## config.mk

```make
export PLATFORM = sky130hd
export DESIGN_NAME = wb_cmd_master
export DESIGN_NICKNAME = d
export VERILOG_FILES = /design/src/rtl/wb_cmd_master.sv
export SDC_FILE = /design/constraint.sdc
export NUM_CORES = 1
export LEC_CHECK = 0
export BUFFER_PORTS_ARGS = -buffer_cell sky130_fd_sc_hd__buf_2
export CAP_MARGIN = 10
export CORE_MARGIN = 2
export CORE_UTILIZATION = 48
export CTS_CLUSTER_DIAMETER = 120
export DETAILED_ROUTE_END_ITERATION = 12
export PLACE_DENSITY_LB_ADDON = 0.08
export SETUP_SLACK_MARGIN = 0.05
export SYNTH_ARGS = -nofsm -noshare
export SYNTH_HDL_FRONTEND = slang
export SYNTH_SLANG_ARGS = --single-unit
```

## constraint.sdc

```tcl
create_clock -name clk_i -period 2.7 [get_ports clk_i]
set_clock_uncertainty 0.2 [all_clocks]
set_input_delay 0.27 -clock clk_i [delete_from_list [all_inputs] [get_ports clk_i]]
set_output_delay 0.27 -clock clk_i [all_outputs]
set_load 0.05 [all_outputs]
```

## src/rtl/wb_cmd_master.sv

```systemverilog
// wb_cmd_master: Wishbone B4 pipelined initiator that turns one
// valid/ready command into one bus cycle and returns a one-cycle
// response pulse with status 00 ok, 01 err, 10 retry exhausted,
// 11 timeout. Retries on wb_rty_i up to MAX_RETRY times.
// Ports: clk_i, rst_i (sync, active high); cmd_* request side;
// rsp_* response side; wb_* Wishbone master port.
// Optional: define WB_MASTER_TIMEOUT_EN to abort a cycle that has
// been held for TIMEOUT_CYCLES cycles without termination.
module wb_cmd_master #(
   parameter int ADDR_WIDTH     = 4,
   parameter int MAX_RETRY      = 3,
   parameter int TIMEOUT_CYCLES = 255
) (
   input  logic                  clk_i,
   input  logic                  rst_i,
   input  logic                  cmd_valid_i,
   output logic                  cmd_ready_o,
   input  logic                  cmd_we_i,
   input  logic [ADDR_WIDTH-1:0] cmd_adr_i,
   input  logic [3:0]            cmd_sel_i,
   input  logic [31:0]           cmd_dat_i,
   output logic                  rsp_valid_o,
   output logic [31:0]           rsp_dat_o,
   output logic [1:0]            rsp_status_o,
   output logic                  wb_cyc_o,
   output logic                  wb_stb_o,
   output logic [ADDR_WIDTH-3:0] wb_adr_o,
   output logic [3:0]            wb_sel_o,
   output logic                  wb_we_o,
   output logic [31:0]           wb_dat_o,
   input  logic [31:0]           wb_dat_i,
   input  logic                  wb_ack_i,
   input  logic                  wb_err_i,
   input  logic                  wb_rty_i,
   input  logic                  wb_stall_i
);

   localparam logic [2:0] S_IDLE = 3'd0;
   localparam logic [2:0] S_REQ  = 3'd1;
   localparam logic [2:0] S_WAIT = 3'd2;
   localparam logic [2:0] S_GAP  = 3'd3;
   localparam logic [2:0] S_DONE = 3'd4;

   localparam logic [7:0] MAX_R = 8'(MAX_RETRY);

   logic [2:0] state;
   logic [7:0] retry_cnt;
   logic       term_en;
   logic       tmo;
   logic       unused_adr;

   assign unused_adr  = ^cmd_adr_i[1:0];
   assign cmd_ready_o = (state == S_IDLE);

   // A termination only counts once the strobe has been taken.
   assign term_en = (state == S_WAIT) ||
                    ((state == S_REQ) && !wb_stall_i);

`ifdef WB_MASTER_TIMEOUT_EN
   localparam logic [15:0] TO_LAST = 16'(TIMEOUT_CYCLES - 1);
   logic [15:0] tcnt;

   // Restarts on every (re)issue since cyc drops between attempts.
   always_ff @(posedge clk_i) begin
      if (rst_i || !wb_cyc_o)
         tcnt <= '0;
      else
         tcnt <= tcnt + 16'd1;
   end

   assign tmo = wb_cyc_o && (tcnt == TO_LAST);
`else
   localparam int unused_timeout = TIMEOUT_CYCLES;
   assign tmo = 1'b0;
`endif

   always_ff @(posedge clk_i) begin
      if (rst_i) begin
         state        <= S_IDLE;
         retry_cnt    <= '0;
         rsp_valid_o  <= 1'b0;
         rsp_dat_o    <= '0;
         rsp_status_o <= 2'b00;
         wb_cyc_o     <= 1'b0;
         wb_stb_o     <= 1'b0;
         wb_adr_o     <= '0;
         wb_sel_o     <= '0;
         wb_we_o      <= 1'b0;
         wb_dat_o     <= '0;
      end else begin
         rsp_valid_o <= 1'b0;
         unique case (state)
            S_IDLE: begin
               if (cmd_valid_i) begin
                  wb_adr_o  <= cmd_adr_i[ADDR_WIDTH-1:2];
                  wb_sel_o  <= cmd_sel_i;
                  wb_we_o   <= cmd_we_i;
                  wb_dat_o  <= cmd_dat_i;
                  wb_cyc_o  <= 1'b1;
                  wb_stb_o  <= 1'b1;
                  retry_cnt <= '0;
                  state     <= S_REQ;
               end
            end
            S_REQ, S_WAIT: begin
               if (term_en && wb_err_i) begin
                  wb_cyc_o     <= 1'b0;
                  wb_stb_o     <= 1'b0;
                  rsp_valid_o  <= 1'b1;
                  rsp_status_o <= 2'b01;
                  rsp_dat_o    <= '0;
                  state        <= S_DONE;
               end else if (term_en && wb_rty_i) begin
                  wb_cyc_o <= 1'b0;
                  wb_stb_o <= 1'b0;
                  if (retry_cnt < MAX_R) begin
                     retry_cnt <= retry_cnt + 8'd1;
                     state     <= S_GAP;
                  end else begin
                     rsp_valid_o  <= 1'b1;
                     rsp_status_o <= 2'b10;
                     rsp_dat_o    <= '0;
                     state        <= S_DONE;
                  end
               end else if (term_en && wb_ack_i) begin
                  wb_cyc_o     <= 1'b0;
                  wb_stb_o     <= 1'b0;
                  rsp_valid_o  <= 1'b1;
                  rsp_status_o <= 2'b00;
                  rsp_dat_o    <= wb_we_o ? 32'd0 : wb_dat_i;
                  state        <= S_DONE;
               end else if (tmo) begin
                  wb_cyc_o     <= 1'b0;
                  wb_stb_o     <= 1'b0;
                  rsp_valid_o  <= 1'b1;
                  rsp_status_o <= 2'b11;
                  rsp_dat_o    <= '0;
                  state        <= S_DONE;
               end else if ((state == S_REQ) && !wb_stall_i) begin
                  wb_stb_o <= 1'b0;
                  state    <= S_WAIT;
               end
            end
            S_GAP: begin
               wb_cyc_o <= 1'b1;
               wb_stb_o <= 1'b1;
               state    <= S_REQ;
            end
            S_DONE: begin
               // Keeps cmd_ready_o low during the response pulse.
               state <= S_IDLE;
            end
            default: begin
               state <= S_IDLE;
            end
         endcase
      end
   end

endmodule

```

==> metrics.yaml, run 1 <==
cts.sinks: 87
hold_viol: 0
max_slew.worst_pin.slew_ps: 569
drv_slew: 0
nNetsFinal: 613
synth_edf_count: 0
setup-tns-final_ps: 0
dpl_worst_slack_ps: 512
initial_core_util_pct: 50.5
cp-end-kind: "flop"
syn_avg_cell_area_um2: 9.68
final_layout_size_suffix_gt1_share_pct: 34.5
cts_root_buf: "clkbuf_8"
clk_latency_ps: 340
power.density_nw_per_um2: 638
design_power_total_mw: 3.04
grt_pass1_wl_mm: 14.1
drc_errors: 0
worstPathRequired_ps: 2780
row_count: 28
dieWidth_um: 83.6
path_max_fanout: 28
ys_ff_latch: 87
yosysUniqueCellTypes: 33
setup_viol: 0
cts_tree: "built"
fp.dieArea_um2: 6990
gp_congestion: 0.706
worst-path-buf-inv: 3
cp.arrival_ps: 2350
dp_hpwl_mm: 4.75
antenna_found_initial: 0
synth_top_flop_cell: "dfxtp_1"
routed_via_density: 4.91
timing.fmax_ghz: 0.440
grt_overflow: 0
grt_pass1_vias: 2940
post_cts_buffers: 0
outcome: "finished clean"
cts_buffers: 9
slowest_delay_ps: 540
die_height_um: 83.6
leakage_nw: 2.24
synth_nets: 395
area_growth_pct: 56.6
cts_max_path_buffers: 2
drt-pass1-iter-count: 4
slew_headroom_pct: 61.6
num_io_pins: 157
synthArstFlopShare_pct: 0
cts.hold.buffers_added: 71
path_class: "primary input to flop"
fin_crit_sh_pct: 84.1
crit_chain: "dlygate4sd3_1 -> buf_2 -> or3_1 -> a31oi_2 -> buf_4 -> a22o_1"
cp_top_family: "buffers and inverters"
wire_per_inst_um: 14.3
finalWorstSetupSlack_ps: 429
h-tree-depth: 3
grt.total_usage_pct: 24.6
critPathSlowestCell: "dlygate4sd3_1"
clkTransAtPathRegs_ps: 80
ant_nets: 0
yosysSeqAreaShare_pct: 57.3
diodes: 0
drt_iter0_drc: 59
ir_drop_v: 0.000466
drv_cap: 0
netlist_area_um2: 3040
io_buffers: 154
grt_start_max_net_pins: 41
coreArea_um2: 6030
holdCritPathClass: "primary input to flop"
worst_setup_path_start_kind: "primary input"
yosysWarnings: 0
totalWireLength_mm: 8.74
rsz0062_at_grt: "no"
period_needed_ps: 2270
vias: 3004
syn_inst: 314
cts_resized: 0
[worst min-delay path, stage by stage]
cell and delay, ps:
buf_2 100, nand2_1 60, a21oi_1 70
[metrics by stage]
step                instances  utilization (%)  hold WS, ps  cell area [um2]
global placement          525             63.5          239             3830
finish                    612             79.0         12.3             4760
global route              612             79.0         18.9             4760
CTS                       612             79.0         3.51             4760
detailed placement        525             63.5          243             3830
floorplan                 314                -          195             3040
[final timing paths]
kind                 from  slack, ps  cells past startpoint            end
max reg2reg      state[2]        490                      5  rsp_dat_o[29]
min          cmd_dat_i[5]         10                      3    wb_dat_o[5]
min reg2reg   wb_dat_o[9]        250                      2    wb_dat_o[9]
max              wb_err_i        430                      6  rsp_dat_o[29]
[layer usage]
metal / share of wire [%] / track usage (%) / wire length, um / vias to the layer above
met5: 0 / 0 / 0 / -
met4: 0.68 / 6.01 / 59 / 0
met3: 7.6 / 8.31 / 667 / 6
met2: 50 / 42.5 / 4350 / 107
met1: 42 / 29.6 / 3660 / 1375
li1: - / - / - / 1516
[cells in the final DEF, fill, tap and decap left out, types with 2 or more instances in the layout]
cell type / n
buf_2: 154
nor4b_4: 2
o21ai_0: 5
clkbuf_8: 10
nor3b_4: 2
nor2b_1: 2
nand3_1: 3
or4b_1: 2
dfxtp_1: 87
buf_4: 5
nor3_1: 4
nor2_1: 4
dlygate4sd3_1: 71
nand2_1: 80
bufinv_16: 2
and2_1: 7
a21oi_1: 46
a22o_1: 32
[area by class of cell]
class / count / area [um2]
clock buffers: 11 / 141
well taps: 75 / 93.8
fillers: 398 / 1260
clock inverters: 5 / 81.3
repair buffers: 230 / 1520
multi-input cells: 204 / 1180
flip-flops and latches: 87 / 1740
[state kept, by name (all words and copies together) (netlist names), 2 cells and up]
name and count:
rsp_dat_o 32, wb_dat_o 32, retry_cnt 8, wb_sel_o 4
state 3, rsp_status_o 2, wb_adr_o 2
[kinds of logic (layout without fill, tap and decap cells)]
group,after synthesis,count (layout),synth area share (%)
AOI/OAI and AO/OA,86,86,18.7
buffers and inverters,23,246,4.03
and+or+nand+nor,115,115,18.9
muxes,1,1,0.370
DFF,87,87,57.3
xor gates and xnor gates,1,1,0.288
adders and majority gates,1,1,0.411
[cell usage after synthesis (2+ instances only)]
library cell | count | area (um2)
nor2_1 | 4 | 15.0
nand3_1 | 3 | 15.0
a22o_1 | 32 | 280
nor2b_1 | 2 | 12.5
buf_2 | 5 | 25.0
dfxtp_1 | 87 | 1740
or4b_1 | 2 | 20.0
nor3_1 | 4 | 20.0
and2_1 | 7 | 43.8
o21ai_0 | 5 | 25.0
buf_4 | 4 | 30.0
clkbuf_1 | 12 | 45.0
nor3b_4 | 2 | 37.5
a21oi_1 | 46 | 230
nand2_1 | 80 | 300
buf_6 | 2 | 22.5
[report_power, final]
part | internal [mW] | total [mW] | switching [mW] | leakage (nW)
clock | 0.547 | 0.995 | 0.448 | 0.110
sequential | 1.35 | 1.39 | 0.0441 | 0.708
combinational | 0.224 | 0.650 | 0.426 | 1.42
Power figures use the tool's default switching activity.
==> run 2: changes to the inputs <==
--- a/config.mk
+++ b/config.mk
@@ -8,7 +8,7 @@
 export BUFFER_PORTS_ARGS = -buffer_cell sky130_fd_sc_hd__buf_2
 export CAP_MARGIN = 10
 export CORE_MARGIN = 2
-export CORE_UTILIZATION = 48
+export CORE_UTILIZATION = 45
 export CTS_CLUSTER_DIAMETER = 120
 export DETAILED_ROUTE_END_ITERATION = 12
 export PLACE_DENSITY_LB_ADDON = 0.08
==> constraint.sdc (replaced) <==
create_clock -name clk_i -period 2.3 [get_ports clk_i]
set_clock_uncertainty 0.2 [all_clocks]
set_input_delay 0.23 -clock clk_i [delete_from_list [all_inputs] [get_ports clk_i]]
set_output_delay 0.23 -clock clk_i [all_outputs]
set_load 0.05 [all_outputs]
==> metrics.yaml, run 2 (synthesized netlist as in run 1, its figures left out) <==
outcome: "finished clean"
layout_common_cells: "buf_2, dfxtp_1, nand2_1, dlygate4sd3_1, a21oi_1"
cts_tree: "built"
drc_errors: 0  # unchanged
ir_drop_v: 0.000520  # +12%
totalWireLength_mm: 8.66  # -0.96%
path_max_fanout: 16  # -43%
antenna_found_initial: 0  # unchanged
io_buffers: 154  # unchanged
layout_commonest_cell: "buf_2"
grt_start_max_net_pins: 37  # -9.8%
vias: 3119  # +3.8%
grt_pass1_vias: 3073  # +4.5%
dpl_worst_slack_ps: -142  # -654 ps
initial_core_util_pct: 47.1  # -3.4 points
finalWorstSetupSlack_ps: 186  # -242 ps
fin_crit_sh_pct: 91.9
critPathSlowestCell: "or4b_1"
num_io_pins: 157  # unchanged
drt-pass1-iter-count: 4  # unchanged
leakage_nw: 2.31  # +3.3%
cp.arrival_ps: 2200  # -150 ps
slew_headroom_pct: 52.9  # -8.7 points
max_slew.worst_pin.slew_ps: 706  # +136 ps
cts_max_path_buffers: 2  # unchanged
drv_cap: 0  # unchanged
fp.dieArea_um2: 7430  # +6.3%
crit_chain: "or4b_1 -> nor3b_4 -> a22o_1"
h-tree-depth: 3  # unchanged
grt_pass1_wl_mm: 14.0  # -1.1%
timing.fmax_ghz: 0.473
holdCritStartpoint: "wb_err_i"
period_needed_ps: 2110
clk_latency_ps: 330  # about the same
routed_via_density: 5.01  # +2.0%
die_height_um: 86.2  # +3.1%
fill_cells: 454  # +14%
reg2reg_slack_ps: 190  # -300 ps
rsz0062_at_grt: "no"
area_growth_pct: 61.4
gp_congestion: 0.745  # +5.5%
slowest_delay_ps: 660  # +120 ps
hold_viol: 0  # unchanged
worst_setup_path_start_kind: "flop"
reg_top3: "rsp_dat_o (32), wb_dat_o (32), retry_cnt (8)"
worstPathRequired_ps: 2380  # -400 ps
critPathLaunch: "wb_we_o"
multi_input_area_um2: 1200  # +1.6%
nNetsFinal: 622  # +1.5%
grt_overflow: 0  # unchanged
r2r_start: "wb_we_o"
final_layout_size_suffix_gt1_share_pct: 35.4  # +0.96 points
drt_iter0_drc: 60  # +1.7%
reg2reg_to: "rsp_dat_o[27]"
setup_viol: 0  # unchanged
coreArea_um2: 6460  # +7.2%
min_path_cells: 4  # +1
row_count: 29  # +3.6%
cts_root_buf: "clkbuf_8"
ant_nets: 0  # unchanged
drv_slew: 0  # unchanged
cp-end-kind: "flop"
cts_buffers: 9  # unchanged
clkTransAtPathRegs_ps: 80  # about the same
dieWidth_um: 86.2  # +3.1%
wire_per_inst_um: 13.9  # -2.7%
power.density_nw_per_um2: 756  # +19%
r2r_cells: 3  # -2
holdCritPathClass: "primary input to flop"
holdPathEnd: "rsp_status_o[0]"
dp_hpwl_mm: 5.11  # +7.6%
seq_area_um2: 1740  # unchanged
cts.sinks: 87  # unchanged
grt.total_usage_pct: 23.4  # -1.2 points
design_power_total_mw: 3.71  # +22%
path_class: "flop to flop"
[run 2: through the flow]
step | hold WS (ps) | TNS [ps] | std cells | area (um2) | util [%]
after global placement | 239 | -3160 | 534 | 3910 | 60.5
after detailed placement | 243 | -3650 | 534 | 3910 | 60.5
final | 76.4 | 0 | 623 | 4910 | 76.0
after CTS | 53.4 | 0 | 621 | 4880 | 75.6
after floorplan | 155 | 0 | 314 | 3040 | -
after global routing | 82.9 | 0 | 622 | 4900 | 75.9
[run 2: worst max-delay path, delay by kind of cell, from the launching register on]
family,cells,cell delay [ps]
compound gates,1,220
simple gates,2,1310
flops,1,330
[run 2: what timing repair did]
action | in CTS | in global routing
endpoints found under the setup margin | 32 | 15
buffers inserted | 0 | 1
resized for setup | 1 | 0
hold endpoints to repair | 71 | 0
hold buffers | 71 | 0
cloned | 1 | 0
pin swaps | 1 | 1
[run 2: final cells by class]
class,instances,share of cell area (%)
Clock buffer,12,3.16
Antenna cell,1,0.0510
Sequential cell,87,35.5
Timing Repair Buffer,238,33.0
Tap cell,77,1.96
Clock inverter,3,1.84
Multi-Input combinational cell,205,24.5
[run 2: layer usage]
metal  part of all wire, %  vias to the layer above  global-route usage [%]
met4                   1.7                        0                    9.94
met5                     0                        -                       0
li1                      -                     1542                       -
met2                    50                      116                    41.4
met3                   7.6                       14                    6.10
met1                    41                     1447                    26.7
[run 2: worst max path at each step]
stage	to	depth (start not counted)
6_report	rsp_dat_o[27]	3
2_1_floorplan	cmd_ready_o	2
3_5_place_dp	rsp_dat_o[1]	4
4_1_cts	rsp_dat_o[25]	3
3_3_place_gp	rsp_dat_o[23]	4
5_1_grt	rsp_dat_o[6]	3
[run 2: where the power goes]
group / total [mW] / switching (mW) / internal (mW)
clock: 1.28 / 0.501 / 0.777
sequential: 1.62 / 0.0414 / 1.58
combinational: 0.808 / 0.516 / 0.292
==> run 3: changes to the inputs <==
--- a/config.mk
+++ b/config.mk
@@ -12,6 +12,7 @@
 export CTS_CLUSTER_DIAMETER = 120
 export DETAILED_ROUTE_END_ITERATION = 12
 export PLACE_DENSITY_LB_ADDON = 0.08
+export RECOVER_POWER = 50
 export SETUP_SLACK_MARGIN = 0.05
 export SYNTH_ARGS = -nofsm -noshare
 export SYNTH_HDL_FRONTEND = slang
==> metrics.yaml, run 3 (synthesized netlist as in run 1, its figures left out) <==
reg_top3: "rsp_dat_o (32), wb_dat_o (32), retry_cnt (8)"
fin_area_um2: 4800  # -2.2%
grt_start_max_net_pins: 37  # unchanged
routed_via_density: 5.02  # +0.35%
slowest_delay_ps: 660  # about the same
critPathSlowestCell: "or4b_1"
place_inst: 534  # unchanged
fin_crit_sh_pct: 91.8  # -0.13 points
cp-end-kind: "flop"
clkTransAtPathRegs_ps: 80  # about the same
finalWorstSetupSlack_ps: 189  # +3.05 ps
hold_viol: 0  # unchanged
grt.total_usage_pct: 23.4  # unchanged
dp_hpwl_mm: 5.11  # unchanged
grt_overflow: 0  # unchanged
combPwrFrac_pct: 21.2  # -0.6 points
period_needed_ps: 2110  # -3.05 ps
io_buffers: 154  # unchanged
holdCritPathClass: "primary input to flop"
cts.sinks: 87  # unchanged
outcome: "finished clean"
row_count: 29  # unchanged
h-tree-depth: 3  # unchanged
placed_area_um2: 3910  # unchanged
vias: 3130  # +0.35%
p_sw_mw: 1.06  # -0.32%
rsz0062_at_grt: "no"
fill_cells: 506  # +11%
instances_no_fill: 623  # unchanged
crit_chain: "or4b_1 -> nor3b_4 -> a22o_1"
nNetsFinal: 622  # unchanged
num_io_pins: 157  # unchanged
die_height_um: 86.2  # unchanged
final_layout_size_suffix_gt1_share_pct: 20.9  # -14 points
p_seq_share_pct: 44.1  # +0.3 points
coreArea_um2: 6460  # unchanged
met3_length_um: 631  # -3.7%
timing.fmax_ghz: 0.474  # +0.14%
layout_commonest_cell: "dfxtp_1"
dr.max_layer_used: "met4"
dieWidth_um: 86.2  # unchanged
power.density_nw_per_um2: 768  # +1.5%
cts_max_path_buffers: 2  # unchanged
cts_tree: "built"
drv_slew: 0  # unchanged
totalWireLength_mm: 8.66  # about the same
cts_buffers: 9  # unchanged
netSwitchingFraction_pct: 28.7  # +0.11 points
grt_pass1_vias: 3073  # unchanged
hold_ws_ps: 79.9  # +3.55 ps
drv_cap: 0  # unchanged
initial_core_util_pct: 47.1  # unchanged
clock_power_share_pct: 34.6  # about the same
max_slew.worst_pin.slew_ps: 699  # -6.77 ps
wire_per_inst_um: 13.9  # about the same
leakage_nw: 1.98  # -14%
layout_common_cells: "dfxtp_1, nand2_1, clkbuf_1, buf_2, dlygate4sd3_1"
fp.dieArea_um2: 7430  # unchanged
area_growth_pct: 57.8
clk_latency_ps: 330  # about the same
ir_drop_v: 0.000508  # -2.2%
p_int_mw: 2.63  # -0.88%
drt-pass1-iter-count: 4  # unchanged
cp.arrival_ps: 2180  # -20 ps
cts_root_buf: "clkbuf_8"
worst_setup_path_start_kind: "flop"
wl_met2_mm: 4.31  # +0.37%
slew_headroom_pct: 53.3  # +0.45 points
drt_iter0_drc: 71  # +18%
path_max_fanout: 16  # unchanged
setup_viol: 0  # unchanged
dpl_worst_slack_ps: -142  # unchanged
grt_pass1_wl_mm: 14.0  # unchanged
antenna_found_initial: 0  # unchanged
path_class: "flop to flop"
ant_nets: 0  # unchanged
wl_met1_mm: 3.58  # +0.59%
drc_errors: 0  # unchanged
gp_congestion: 0.745  # unchanged
worstPathRequired_ps: 2370  # about the same
[run 3: cell count changes in the layout (fill, tap and decap cells not counted), sizes merged]
| cell | change |
|---|---|
| buf | -78 |
| clkbuf | +78 |
[run 3: power groups by stage]
stage | clock [mW] | sequential [mW] | combinational (mW)
2_1_floorplan | 0 | 1.90 | 0.239
3_3_place_gp | 0 | 1.65 | 0.695
3_5_place_dp | 0 | 1.66 | 0.702
4_1_cts | 1.31 | 1.62 | 0.802
5_1_grt | 1.36 | 1.63 | 0.839
6_report | 1.28 | 1.63 | 0.782
[run 3: what timing repair did]
item / CTS / global route
resized for setup: 1 / 0
endpoints found under the setup margin: 32 / 15
buffers inserted: 0 / 1
hold buffers: 71 / 0
endpoints found under the hold margin: 71 / 0
cloned: 1 / 0
pin swaps: 1 / 1
[run 3: path summary, 6_finish.rpt]
check | start | end | slack, ps | cells past startpoint
hold / removal | wb_err_i | rsp_status_o[0] | 80 | 4
setup reg to reg | wb_we_o | rsp_dat_o[19] | 190 | 3
hold reg to reg | wb_dat_o[6] | wb_dat_o[6] | 260 | 2
setup / recovery | wb_we_o | rsp_dat_o[19] | 190 | 3
[run 3: layout make-up]
type	instances	area (um2)	area share, %
diodes	1	2.50	0.0522
clock buffers	12	155	3.23
clock inverters	3	90.1	1.88
multi-input cells	205	1200	25.0
flip-flops and latches	87	1740	36.3
well taps	77	96.3	2.01
repair buffers	238	1510	31.6
[run 3: metal layers]
| metal | global-route usage, % | up-vias |
|---|---|---|
| met5 | 0 | - |
| met4 | 9.94 | 0 |
| met3 | 6.10 | 12 |
| met2 | 41.4 | 114 |
| met1 | 26.7 | 1463 |
| li1 | - | 1541 |
[run 3: worst max-delay path: cells and delay by family, from the launching register on]
kind               cells  cell delay (ps)
AOI/OAI and AO/OA      1              210
DFF                    1              330
and+or+nand+nor        2             1300
[run 3: per-stage QoR]
step	power [mW]	util, %	TNS, ps
after floorplan	2.14	-	0
after global placement	2.35	60.5	-3160
after detailed placement	2.36	60.5	-3650
after CTS	3.73	75.6	0
after global routing	3.84	74.2	0
final	3.68	74.3	0
